`config.mk`:
```
export PLATFORM = sky130hd
export DESIGN_NAME = coef_matmul_seq
export DESIGN_NICKNAME = d
export VERILOG_FILES = /design/src/rtl/coef_matmul_seq_pkg.sv /design/src/rtl/coef_matmul_seq.sv
export SDC_FILE = /design/constraint.sdc
export NUM_CORES = 1
export LEC_CHECK = 0
export ABC_AREA = 1
export BUFFER_PORTS_ARGS = -buffer_cell sky130_fd_sc_hd__buf_2
export CAP_MARGIN = 20
export CORE_UTILIZATION = 52
export DETAILED_ROUTE_END_ITERATION = 8
export GPL_ROUTABILITY_DRIVEN = 0
export PLACE_DENSITY = 0.76
export SYNTH_ARGS = -nofsm -noshare
export SYNTH_HDL_FRONTEND = slang
export SYNTH_SLANG_ARGS = --single-unit
```
`constraint.sdc`:
```
create_clock -name clk -period 1.4 [get_ports clk]
set_input_delay 0.28 -clock clk [delete_from_list [all_inputs] [get_ports clk]]
set_output_delay 0.28 -clock clk [all_outputs]
set_load 0.05 [all_outputs]
```
`src/rtl/coef_matmul_seq_pkg.sv`:
```
`default_nettype none
// ============================================================================
//  Module   : coef_matmul_seq_pkg
//  Purpose  : Shared definitions for the coefficient matrix-vector sequencer,
//             coefficient loader and MAC array: geometry constants, sequencer
//             state encoding and packed coefficient word layout.
//  Revision : 1.0  initial release
// ============================================================================
package coef_matmul_seq_pkg;

    // Matrix geometry: columns per product and packed words per column
    localparam int C_N_COL  = 4;
    localparam int C_WPC    = 4;

    // Address and column-index widths matching the geometry above
    localparam int C_ADDR_W = 4;
    localparam int C_COL_W  = 2;

    // Packed word layout: two 7-bit coefficients per 14-bit word
    //   hi half = row 2i, lo half = row 2i+1
    localparam int C_COEF_W = 7;
    localparam int C_WORD_W = 2 * C_COEF_W;

    // Sequencer state encoding
    typedef enum logic [2:0] {
        ST_IDLE  = 3'd0,
        ST_CLR   = 3'd1,
        ST_FETCH = 3'd2,
        ST_DRAIN = 3'd3,
        ST_EMIT  = 3'd4,
        ST_FIN   = 3'd5
    } state_t;

    // Coefficient for the even row held in a packed word
    function automatic logic [C_COEF_W-1:0] coef_hi(input logic [C_WORD_W-1:0] word);
        return word[C_WORD_W-1 -: C_COEF_W];
    endfunction

    // Coefficient for the odd row held in a packed word
    function automatic logic [C_COEF_W-1:0] coef_lo(input logic [C_WORD_W-1:0] word);
        return word[C_COEF_W-1:0];
    endfunction

endpackage
`default_nettype wire

```
`src/rtl/coef_matmul_seq.sv`:
```
`default_nettype none
// ============================================================================
//  Module   : coef_matmul_seq
//  Purpose  : Sequences a column-wise matrix-vector product. After the
//             coefficient loader signals done, it reads each column's packed
//             coefficient words together with the input-vector words, steers
//             the external MAC (clear / enable), and hands each column result
//             downstream on a valid/ready handshake.
//  Revision : 1.0  initial release
// ============================================================================
module coef_matmul_seq
    import coef_matmul_seq_pkg::*;
#(
    parameter int N_COL  = C_N_COL,
    parameter int WPC    = C_WPC,
    parameter int ADDR_W = C_ADDR_W,
    parameter int COL_W  = C_COL_W
) (
    input  logic              clk,
    input  logic              rst,
    input  logic              load_done,
    input  logic              start,
    output logic              coef_rd,
    output logic [ADDR_W-1:0] coef_addr,
    output logic              in_rd,
    output logic [ADDR_W-1:0] in_addr,
    output logic              mac_clr,
    output logic              mac_en,
    output logic              res_valid,
    input  logic              res_ready,
    output logic [COL_W-1:0]  res_col,
    output logic              busy,
    output logic              done
);

    // Word-within-column counter width; at least one bit
    localparam int K_W = (WPC > 1) ? $clog2(WPC) : 1;

    // ------------------------------------------------------------------------
    // State and registered outputs
    // ------------------------------------------------------------------------
    state_t              r_state;
    logic                r_pending;
    logic [COL_W-1:0]    r_col;
    logic [K_W-1:0]      r_k;

    logic                r_coef_rd;
    logic [ADDR_W-1:0]   r_coef_addr;
    logic [ADDR_W-1:0]   r_in_addr;
    logic                r_mac_clr;
    logic                r_mac_en;
    logic                r_res_valid;
    logic [COL_W-1:0]    r_res_col;
    logic                r_busy;
    logic                r_done;

    // ------------------------------------------------------------------------
    // Address helpers
    // ------------------------------------------------------------------------
    logic [K_W-1:0]      w_k_next;
    logic [ADDR_W-1:0]   w_col_base;
    logic [ADDR_W-1:0]   w_addr_next;
    logic                w_last_k;
    logic                w_last_col;
    logic                w_launch;
    logic                w_abort;

    assign w_k_next    = r_k + K_W'(1);
    assign w_col_base  = ADDR_W'(r_col) * ADDR_W'(WPC);
    assign w_addr_next = w_col_base + ADDR_W'(w_k_next);
    assign w_last_k    = (r_k == K_W'(WPC - 1));
    assign w_last_col  = (r_col == COL_W'(N_COL - 1));

    // A run starts on a fresh request or a remembered one once memory is valid
    assign w_launch    = (start || r_pending) && load_done;

    // Losing the coefficient memory mid-run invalidates everything in flight
    assign w_abort     = r_busy && !load_done;

    // ------------------------------------------------------------------------
    // Sequencer: state, counters and all registered strobes in one place
    // ------------------------------------------------------------------------
    always_ff @(posedge clk or posedge rst) begin
        if (rst) begin
            r_state     <= ST_IDLE;
            r_pending   <= 1'b0;
            r_col       <= '0;
            r_k         <= '0;
            r_coef_rd   <= 1'b0;
            r_coef_addr <= '0;
            r_in_addr   <= '0;
            r_mac_clr   <= 1'b0;
            r_mac_en    <= 1'b0;
            r_res_valid <= 1'b0;
            r_res_col   <= '0;
            r_busy      <= 1'b0;
            r_done      <= 1'b0;
        end else begin
            // Single-cycle strobes default low; mac_en trails the read strobe
            // by one cycle so it lines up with synchronous memory data.
            r_mac_clr <= 1'b0;
            r_done    <= 1'b0;
            r_mac_en  <= r_coef_rd;

            if (w_abort) begin
                // Drop every strobe at once; a presented result is withdrawn
                r_state     <= ST_IDLE;
                r_pending   <= 1'b0;
                r_col       <= '0;
                r_k         <= '0;
                r_coef_rd   <= 1'b0;
                r_coef_addr <= '0;
                r_in_addr   <= '0;
                r_mac_en    <= 1'b0;
                r_res_valid <= 1'b0;
                r_res_col   <= '0;
                r_busy      <= 1'b0;
            end else begin
                case (r_state)
                    ST_IDLE: begin
                        if (w_launch) begin
                            r_state   <= ST_CLR;
                            r_pending <= 1'b0;
                            r_col     <= '0;
                            r_busy    <= 1'b1;
                            r_mac_clr <= 1'b1;
                        end else if (start) begin
                            // Memory not ready yet: remember the request
                            r_pending <= 1'b1;
                        end
                    end

                    ST_CLR: begin
                        // Accumulator cleared this cycle; first read goes out next
                        r_state     <= ST_FETCH;
                        r_k         <= '0;
                        r_coef_rd   <= 1'b1;
                        r_coef_addr <= w_col_base;
                        r_in_addr   <= '0;
                    end

                    ST_FETCH: begin
                        if (w_last_k) begin
                            r_state     <= ST_DRAIN;
                            r_coef_rd   <= 1'b0;
                            r_coef_addr <= '0;
                            r_in_addr   <= '0;
                        end else begin
                            r_k         <= w_k_next;
                            r_coef_addr <= w_addr_next;
                            r_in_addr   <= ADDR_W'(w_k_next);
                        end
                    end

                    ST_DRAIN: begin
                        // Last word is being accumulated; result valid next cycle
                        r_state     <= ST_EMIT;
                        r_res_valid <= 1'b1;
                        r_res_col   <= r_col;
                    end

                    ST_EMIT: begin
                        if (res_ready) begin
                            r_res_valid <= 1'b0;
                            r_res_col   <= '0;
                            if (w_last_col) begin
                                r_state <= ST_FIN;
                                r_done  <= 1'b1;
                                r_busy  <= 1'b0;
                            end else begin
                                r_state   <= ST_CLR;
                                r_col     <= r_col + COL_W'(1);
                                r_mac_clr <= 1'b1;
                            end
                        end
                    end

                    ST_FIN: begin
                        // done pulse is on its way out; requests here are dropped
                        r_state <= ST_IDLE;
                    end

                    default: begin
                        r_state <= ST_IDLE;
                        r_busy  <= 1'b0;
                    end
                endcase
            end
        end
    end

    // ------------------------------------------------------------------------
    // Outputs; the input RAM is read in lockstep with coefficient memory
    // ------------------------------------------------------------------------
    assign coef_rd   = r_coef_rd;
    assign in_rd     = r_coef_rd;
    assign coef_addr = r_coef_addr;
    assign in_addr   = r_in_addr;
    assign mac_clr   = r_mac_clr;
    assign mac_en    = r_mac_en;
    assign res_valid = r_res_valid;
    assign res_col   = r_res_col;
    assign busy      = r_busy;
    assign done      = r_done;

endmodule
`default_nettype wire

```
Word level (Yosys, flattened, before mapping)
Cells that the tools add are included.

Input port bits: 5. Bits in registers: 24. Word-level logic and storage cells: 96. Output and inout bits: 17.

Mux-type cells: 48. Reduce and logical (&&, ||, !) cells: 18. $add $sub $neg: 3. Equality and inequality tests: 14.

Operators with widths (count): $mux W1 (21); $mux W2 (9); $ne A3 B3 Y1 const B (6); $pmux W4 S2 (2); $mux W3 (5); $pmux W3 S5 (1); $mux W4 (3); $pmux W2 S2 (3); $reduce_bool A3 Y1 (4); $reduce_and A2 Y1 (4); $reduce_and A4 Y1 (2); $eq A3 B2 Y1 const B (2); $eq A3 B3 Y1 const B (2); $pmux W1 S2 (3); $add A2 B1 Y2 const B (2); $add A4 B2 Y4 (1); $eq A2 B2 Y1 const B (2); $reduce_or A4 Y1 (1); $eq A3 B1 Y1 const B (1); $logic_not A3 Y1 (1); $pmux W1 S3 (1); $reduce_and A3 Y1 (1); $logic_and A1 B1 Y1 (2); $ne A2 B1 Y1 const B (1); other kinds (3) (3).

Depth between registers and ports, before layout
Gate-level depths: netlist of the first run.

Depth after elaboration: 5. Gate-level depth with buffers: 8. Mapped depth without buffers: 8.

Least setup slack after synthesis of the first run
Ideal clock, no wire load.

Path kind: flip-flop to flip-flop. From: register r_busy (netlist: busy). To: register r_col[0]. Arrival: 1.392 ns. Library setup time: 0.117 ns. Slack: -0.108 ns. Clock period less this slack: 1.508 ns. Data required time: 1.283 ns. Cell stages (with the launch flop): 8. Path buffers: 0. Path through: dfrtp_1 > nand2_1 > nand2_1 > nor2_8 > nor2_2 > nand2_1 > nand2_1 > nand2_1.

Longest elaborated chain between the ends: 3. Elaborated cells on any way between the ends: 7. Those cells by class: eq/ne: 3; mux: 1; reduce/logical: 3.

RTL lines: start, declared (RTL line coef_matmul_seq.sv:54) `logic r_busy;`; start signal, assigned (RTL line coef_matmul_seq.sv:96) `r_busy <= 1'b0;`; start signal, assigned (RTL line coef_matmul_seq.sv:117) `r_busy <= 1'b0;`; start signal, assigned (RTL line coef_matmul_seq.sv:125) `r_busy <= 1'b1;`; $logic_and A1 B1 Y1 (*) (RTL line coef_matmul_seq.sv:78) `assign w_abort = r_busy && !load_done;`; $ne A3 B3 Y1 (no line) / $reduce_bool A3 Y1 (equally long branches); $reduce_and A4 Y1 (no line); end signal, assigned (RTL line coef_matmul_seq.sv:172) `r_col <= r_col + COL_W'(1);`; end, declared (RTL line coef_matmul_seq.sv:44) `logic [COL_W-1:0] r_col;`.

Every way passes the cells marked *; elsewhere a longest branch is shown, timed or not. A chain may end at the register's enable or synchronous reset.

Worst setup path after layout of the first run
From: register r_col[0]. To: register r_busy (netlist: busy).

Longest elaborated chain between the ends: 3.

RTL lines: $eq A2 B2 Y1 (RTL line coef_matmul_seq.sv:72) `assign w_last_col = (r_col == COL_W'(N_COL - 1));`; $ne A3 B3 Y1 (no line); $reduce_and A4 Y1 (no line).

No other way between the ends.

==> results of run 1 <==
metrics by stage:
step	setup slack, ns	total power, mW	utilization [%]	hold WS, ns
floorplan	0.0593	2.21	-	0.244
global placement	0.138	2.46	64.5	0.313
detailed placement	0.131	2.49	64.5	0.321
CTS	0.103	2.84	67.1	0.222
global route	0.000311	3.07	67.4	0.242
finish	0.104	2.83	67.4	0.229
cell type report:
class | instances | area share [%]
multi-input combinational | 86 | 37.8
sequential | 20 | 41.4
clock buffer | 4 | 2.99
timing repair buffer | 23 | 10.5
tap | 25 | 2.58
inverter | 15 | 4.64
how the worst min path moves through the flow:
stage               cells after the start           end  startpoint
floorplan                               1  coef_addr[0]         rst
global placement                        3          done         rst
detailed placement                      3       mac_clr         rst
CTS                                     3     r_pending       start
global route                            3     r_pending       start
finish                                  3     r_pending       start
layer usage:
metal  track usage, %  wire length (um)  up-vias
li1                 -                 -      443
met1             28.3               909      405
met2             36.9               932       26
met3             3.46                93        4
met4             8.57                31        0
met5                0                 0        -
where the power goes:
part	internal, mW	switching (mW)	leakage (nW)
Combinational	0.423	1.16	0.416
Sequential	0.764	0.146	0.261
Clock	0.159	0.179	0.0210
Total	1.35	1.49	0.698
registers in the layout (all words and copies together) (netlist names):
| signal | cells |
|---|---|
| coef_addr | 4 |
| r_state | 3 |
| r_col | 2 |
| r_k | 2 |
| res_col | 2 |
| busy | 1 |
| coef_rd | 1 |
| done | 1 |
| mac_clr | 1 |
| mac_en | 1 |
| r_pending | 1 |
| res_valid | 1 |
cells in the mapped netlist:
master / n / area share, %
nor2_1: 7 / 2.5
conb_1: 1 / 0.36
nor2_4: 2 / 2.1
nand2_1: 34 / 12
o21ai_1: 4 / 1.9
o31ai_1: 1 / 0.71
inv_2: 3 / 1.1
o21ai_0: 8 / 3.8
o211ai_1: 1 / 0.71
nand3_2: 1 / 0.95
nand2_4: 1 / 1.1
nand3_1: 13 / 6.2
nor3_2: 1 / 0.95
ha_1: 2 / 2.4
o21ai_2: 2 / 1.7
dfrtp_1: 20 / 48
buf_4: 5 / 3.6
inv_1: 12 / 4.3
nor3b_1: 1 / 0.71
nor4_1: 1 / 0.60
nand2_2: 1 / 0.60
nor2_2: 2 / 1.2
buf_2: 1 / 0.48
nor3_1: 1 / 0.48
nor2_8: 1 / 1.9
cells in the final DEF, fill, tap and decap left out:
master	count
nor2_2	2
clkbuf_8	1
inv_1	12
nor3_2	1
conb_1	2
dfrtp_1	18
nand2_2	1
nor4_1	1
buf_2	19
o21ai_1	3
o31ai_1	1
nor3b_1	1
inv_2	3
o211ai_1	1
nand2_1	34
dlygate4sd3_1	1
o21ai_0	8
nor2_1	7
dfrtp_2	2
nor3_1	1
nor2_4	2
ha_1	2
buf_4	3
nand3_1	13
o21ai_2	3
clkbuf_4	3
nor2_8	1
nand2_4	1
nand3_2	1
logic make-up after synthesis:
kind of cell	count (synthesis)
adder cells (fa/ha/maj)	2
AO/OA/AOI/OAI	16
flip-flops	20
AND/OR/NAND/NOR	66
buffers and inverters	21
other	1
critical path: stages (launching register included):
cell,delay [ns]
dfrtp_2,0.46
ha_1,0.20
inv_1,0.13
nand3_1,0.14
nand3_1,0.09
nand2_1,0.05
nand2_1,0.07
nand2_1,0.05
nand2_1,0.05
repair_timing:
| item | CTS | global route |
|---|---|---|
| endpoints found under the setup margin | 0 | 3 |
| hold buffers | 1 | 0 |
| endpoints found under the hold margin | 20 | 0 |
| resized for setup | 0 | 2 |
==> impl_metrics.tcl, run 1 <==
set metrics [dict create \
    cts_root_buffer "clkbuf_4" \
    clkSlewWorstSetupHoldPaths_ns 0.11 \
    synthAdderAreaFrac_pct 2.38 \
    grt_first_pass_wirelength_um 3390 \
    cp-start-kind "flop" \
    period_share_pct 92.6 \
    grt_use_total_pct 21.9 \
    cts.sinks 20 \
    row_count 15 \
    die_y_um 47.0 \
    hold_violations 0 \
    drive_above_1_share_pct 29.1 \
    multi_input_area_sq_um 459 \
    rrSetupSlack_ns 0.10 \
    path_class "flop to flop" \
    via_per_inst 5.08 \
    die-area_sq_um 2200 \
    port_buffers 19 \
    insertion_delay_ns 0.30 \
    fin_setup_tns_ns 0 \
    end_kind "flop" \
    rsz0062_at_grt "no" \
    power.density_nw_per_um2 2330 \
    status "finished clean" \
    wirelength_um 1970 \
    worstReg2RegEnd "busy" \
    nFillCells 167 \
    cts_setup_buffers 0 \
    fp.coreArea_sq_um 1800 \
    synthCells 126 \
    avgRoutedWirePerCell_um 11.4 \
    finalNetCount 156 \
    r2r_cells 8 \
    start_util_pct 58.3 \
    avgSynthCellArea_sq_um 8.34 \
    critPathMaxFanout 5 \
    finalCriticalPeriod_ns 1.30 \
    syn_area_sq_um 1050 \
    reg2reg_from "r_col[0]" \
    irDropWorstVdd_mv 1.23 \
    place_area_sq_um 1160 \
    cts_inserted_buffers 3 \
    slew_viol_final 0 \
    stdcell_area_sq_um 1210 \
    htree_levels 1 \
    grt_max_degree 21 \
    cts_tree "built" \
    endpoint "busy" \
    num_vias 878 \
    finalSetupViolCount 0 \
    layoutNonFillerInstCount 173 \
    fmax_mhz 771 \
    diodes 0 \
    route.detailed.drc 0 \
    worstHoldPathType "primary input to flop" \
    maxCapViolCount 0 \
    syn_to_final_growth_pct 15.5 \
    synth_compound_area_share_pct 8.81 \
    seq_area_frac_synth_pct 47.6 \
    synth-xor-area-share_pct 0 \
    grt.overflow.total 0 \
    final_antenna_net_count 0 \
    dp_hpwl_um 1490 \
    dp.cells 168 \
    cp-startpoint "r_col[0]" \
    io_pins 22 \
    synth.distinct_cells 25 \
    first_pass_iters 4 \
    antenna_found_initial 0 \
    synthSimpleGateAreaFrac_pct 31.4 \
    finClkSkew_ns 0.00318 \
    grt_pass1_vias 811 \
    critical_path_required_ns 1.65 \
    crit_arrival_ns 1.54 \
    ys_ff_latch 20 \
    seq_area_sq_um 503 \
    synth_top_family_by_area "simple AND/OR/NAND/NOR gates" \
    synth_mux_area_share_pct 0 \
    first_iter_violations 28 \
    cts_max_path_buffers 2 \
    yosys_warnings 0 \
    dieWidth_um 47.0 \
    p_leak_nw 0.698 \
]
(Power assumes the default switching activity.)
==> run 2: changes to the inputs <==
- MAX_ROUTING_LAYER: default -> met4
- PLACE_DENSITY: 0.76 -> 0.74
==> run 2 against run 1 <==
Against the previous run: core utilization fell by 0.42 points; clock skew barely moved; combinational power barely moved; non-clock buffer count did not move; largest power group unchanged.
==> impl_metrics.tcl, run 2 (synthesized netlist as in run 1, its figures left out) <==
set metrics [dict create \
    nFillCells 163 \
    cts_setup_buffers 0 \
    pwr-share-comb_pct 57.5 \
    met3_usage_pct 4.62 \
    first_iter_violations 29 \
    cp_top_family "simple AND/OR/NAND/NOR gates" \
    reg2reg_from "r_state[1]" \
    die-area_sq_um 2200 \
    start_util_pct 58.3 \
    largest_register_ffs 4 \
    path_class "flop to flop" \
    cts.sinks 20 \
    grt.overflow.total 0 \
    row_count 15 \
    diodes 0 \
    rrSetupSlack_ns 0.11 \
    first_pass_iters 4 \
    syn_to_final_growth_pct 14.8 \
    cp-start-kind "flop" \
    dieWidth_um 47.0 \
    worstReg2RegEnd "res_valid" \
    fin_setup_tns_ns 0 \
    route.detailed.drc 0 \
    cp-startpoint "r_state[1]" \
    critPathMaxFanout 6 \
    status "finished clean" \
    fp.coreArea_sq_um 1800 \
    period_share_pct 92.5 \
    power_frac_seq_pct 32.5 \
    avgRoutedWirePerCell_um 11.4 \
    grt_max_degree 21 \
    global_route.usage.met1_pct 27.3 \
    busiest_layer "met2" \
    num_vias 873 \
    finClkSkew_ns 0.00332 \
    die_y_um 47.0 \
    power.density_nw_per_um2 2310 \
    place_area_sq_um 1160 \
    met2_usage_pct 31.9 \
    wirelength_um 1970 \
    end_kind "flop" \
    htree_levels 1 \
    cts_max_path_buffers 2 \
    final_antenna_net_count 0 \
    io_pins 22 \
    slowest_delay_ns 0.46 \
    cts_tree "built" \
    final_common_cell "nand2_1" \
    path_buf_inv 1 \
    crit_arrival_ns 1.53 \
    rsz0062_at_grt "no" \
    switching_power_mw 1.49 \
    p_leak_nw 0.692 \
    min-delay-start "start" \
    clkSlewWorstSetupHoldPaths_ns 0.10 \
    dp_hpwl_um 1480 \
    maxCapViolCount 0 \
    cp_cell_sequence "nor2_4, nand2_4, nor2_8, inv_2, o21ai_2, nand2_1, o21ai_1" \
    worstHoldPathType "primary input to flop" \
    insertion_delay_ns 0.30 \
    finalNetCount 156 \
    finalSetupViolCount 0 \
    slowest_stage "dfrtp_1" \
    critical_path_required_ns 1.64 \
    holdWs_ns 0.212 \
    finalCriticalPeriod_ns 1.29 \
    irDropWorstVdd_mv 1.36 \
    via_per_inst 5.05 \
    port_buffers 19 \
    grt_use_total_pct 21.3 \
    drive_above_1_share_pct 29.1 \
    r2r_cells 7 \
    fmax_mhz 772 \
    grt_first_pass_wirelength_um 3140 \
    holdPathEnd "r_pending" \
    intPower_mw 1.30 \
    hold_violations 0 \
    antenna_found_initial 0 \
    swShare_pct 53.4 \
    power_frac_clock_pct 10.1 \
    cts_inserted_buffers 3 \
    cts_root_buffer "clkbuf_4" \
    stdcell_area_sq_um 1210 \
    slew_viol_final 0 \
    min_path_cells 3 \
    final_cell_mix "nand2_1 (34), buf_2 (19), dfrtp_1 (18)" \
    grt_pass1_vias 757 \
]
## run 2: final cells by class
type                       count  area [sq um]  share of cell area [%]
clock buffer                   4          26.3                    2.18
inverter                      15          56.3                    4.67
multi-input combinational     86           462                    38.3
sequential                    20           503                    41.7
tap                           25          31.3                    2.59
timing repair buffer          23           128                    10.6
## run 2: power by group through the flow
stage	registers [mW]	clock network [mW]	logic, mW
after global routing	0.932	0.314	1.78
after CTS	0.906	0.284	1.59
final	0.905	0.281	1.60
after global placement	0.909	0	1.55
after detailed placement	0.918	0	1.58
after floorplan	1.25	0	0.964
## run 2: worst max path at each step
stage | endpoint | slack, ns | depth (start not counted)
floorplan | r_col[0] | 0.06 | 7
global placement | r_col[1] | 0.13 | 9
detailed placement | r_col[0] | 0.12 | 9
CTS | r_state[2] | 0.1 | 6
global route | res_col[0] | 0.002 | 7
finish | res_valid | 0.11 | 7
## run 2: worst min-delay path, delay by kind of cell
kind,cells,cell delay (ns)
AO/OA/AOI/OAI,1,0.06
AND/OR/NAND/NOR,1,0.05
buffers and inverters,1,0.10
## run 2: routing by layer
| layer | share of wire, % | vias up |
|---|---|---|
| met5 | 0 | - |
| met4 | 1.9 | 0 |
| met3 | 4.0 | 6 |
| met2 | 48 | 25 |
| met1 | 46 | 395 |
| li1 | - | 447 |
## run 2: what timing repair did
item | CTS | global route
setup endpoints to repair | 0 | 3
hold buffers | 1 | 0
resized for setup | 0 | 3
hold endpoints to repair | 20 | 0
## run 2: per-stage QoR
stage / cells / total power [mW] / util [%] / setup slack [ns]
CTS: 173 / 2.78 / 66.5 / 0.0964
global placement: 168 / 2.46 / 64.5 / 0.125
floorplan: 127 / 2.21 / - / 0.0593
finish: 173 / 2.79 / 66.9 / 0.105
global route: 173 / 3.02 / 66.9 / 0.00150
detailed placement: 168 / 2.49 / 64.5 / 0.124
==> run 3: changes to the inputs <==
--- a/config.mk
+++ b/config.mk
@@ -15,2 +15,3 @@
 export PLACE_DENSITY = 0.74
+export SLEW_MARGIN = 30
 export SYNTH_ARGS = -nofsm -noshare
--- a/constraint.sdc
+++ b/constraint.sdc
@@ -3,2 +3,2 @@
 set_output_delay 0.28 -clock clk [all_outputs]
-set_load 0.05 [all_outputs]
+set_load 0.1 [all_outputs]
==> run 3 against run 2 <==
Against the previous run: maximum frequency fell by 5.3%; core utilization increased by 4.0 points; register-to-register slack about the same; critical path depth down 6; clock skew rose by 0.0028 ns; worst hold slack better by 0.013 ns; largest cell class unchanged.
==> impl_metrics.tcl, run 3 (synthesized netlist as in run 1, its figures left out) <==
set metrics [dict create \
    status "finished clean" \
    io_pins 22 \
    critical_path_required_ns 1.12 \
    critPathMaxFanout 3 \
    cts_tree "built" \
    final_antenna_net_count 0 \
    nFillCells 146 \
    hold_violations 0 \
    grt.overflow.total 0 \
    wirelength_um 2050 \
    crit_arrival_ns 1.09 \
    dp_hpwl_um 1550 \
    diodes 0 \
    finalSetupViolCount 0 \
    finalNetCount 159 \
    period_share_pct 97.7 \
    fp.coreArea_sq_um 1800 \
    row_count 15 \
    first_pass_iters 5 \
    cp_top_family "buffers and inverters" \
    grt_use_total_pct 22.9 \
    path_class "flop to primary output" \
    syn_to_final_growth_pct 21.5 \
    cts_max_path_buffers 2 \
    rrSetupSlack_ns 0.12 \
    rsz0062_at_grt "yes" \
    cts.sinks 20 \
    clkSlewWorstSetupHoldPaths_ns 0.11 \
    slowest_delay_ns 0.42 \
    antenna_found_initial 0 \
    final_cell_mix "nand2_1 (32), dfrtp_1 (14), nand3_1 (13)" \
    slowest_stage "buf_2" \
    fmax_mhz 731 \
    slew_viol_final 0 \
    cts_root_buffer "clkbuf_4" \
    maxCapViolCount 0 \
    drive_above_1_share_pct 34.4 \
    holdWs_ns 0.226 \
    die_y_um 47.0 \
    dp.cells 168 \
    dieWidth_um 47.0 \
    avgRoutedWirePerCell_um 11.6 \
    end_kind "primary output" \
    final_common_cell "nand2_1" \
    cp-start-kind "flop" \
    via_per_inst 5.05 \
    grt_pass1_vias 817 \
    route.detailed.drc 0 \
    cp_cell_sequence "buf_2" \
    grt_first_pass_wirelength_um 3410 \
    finalCriticalPeriod_ns 1.37 \
    finClkSkew_ns 0.00617 \
    insertion_delay_ns 0.30 \
    largest_register_ffs 4 \
    cts_inserted_buffers 3 \
    path_buf_inv 1 \
    start_util_pct 58.3 \
    die-area_sq_um 2200 \
    htree_levels 1 \
    grt_max_degree 21 \
    layoutNonFillerInstCount 176 \
    first_iter_violations 23 \
    worstHoldPathType "primary input to flop" \
    port_buffers 19 \
    num_vias 889 \
]
run 3: changes by cell type in the layout (fill, tap and decap cells not counted), moves of 2 or more:
cell / previous run / this run
clkbuf_4: 3 / 9
buf_2: 19 / 10
nand2_1: 34 / 32
dfrtp_2: 2 / 5
buf_4: 3 / 8
dfrtp_1: 18 / 14
run 3: area by class of cell:
type / instances / area (sq um) / share of cell area, %
clock buffers: 4 / 26.3 / 2.06
multi-input cells: 86 / 468 / 36.6
flip-flops and latches: 20 / 510 / 40.0
well taps: 25 / 31.3 / 2.45
inverters: 15 / 56.3 / 4.41
repair buffers: 26 / 185 / 14.5
run 3: repair_timing:
item                                   CTS  global route
hold buffers                             1             0
buffers inserted                         0             3
endpoints found under the hold margin   20             0
resized for setup                        2            11
setup endpoints to repair                2            13
run 3: through the flow:
step	TNS, ns	area (sq um)	util, %	worst slack (ns)
detailed placement	0	1190	66.0	0.115
finish	0	1280	70.9	0.0321
global route	-0.0201	1280	70.9	-0.0110
floorplan	0	1070	-	0.0570
global placement	0	1190	66.0	0.164
CTS	0	1230	68.3	0.00664
run 3: metal layers:
metal / wire, um / vias up / track usage, %
met5: 0 / - / -
met4: 39 / 0 / 7.43
met1: 926 / 395 / 28.9
met3: 122 / 4 / 3.46
met2: 957 / 38 / 37.8
li1: - / 452 / -
run 3: worst min-delay path, cell delays in order:
cell	delay [ns]
buf_2	0.10
nand2_1	0.05
o21ai_0	0.06
run 3: final timing paths:
| path | from | end | cells after the start |
|---|---|---|---|
| setup / recovery | coef_addr[1] | coef_addr[1] | 1 |
| hold / removal | start | r_pending | 3 |
| setup reg to reg | r_state[0] | r_state[2] | 6 |
| hold reg to reg | coef_addr[1] | coef_addr[1] | 2 |
| max in group asynchronous | rst | busy | 4 |
| min in group asynchronous | rst | mac_clr | 4 |
Power of run 3 is left out: the tool's default activity adds up to more than one toggle a clock period on the data nets, which glitch-free logic cannot reach.
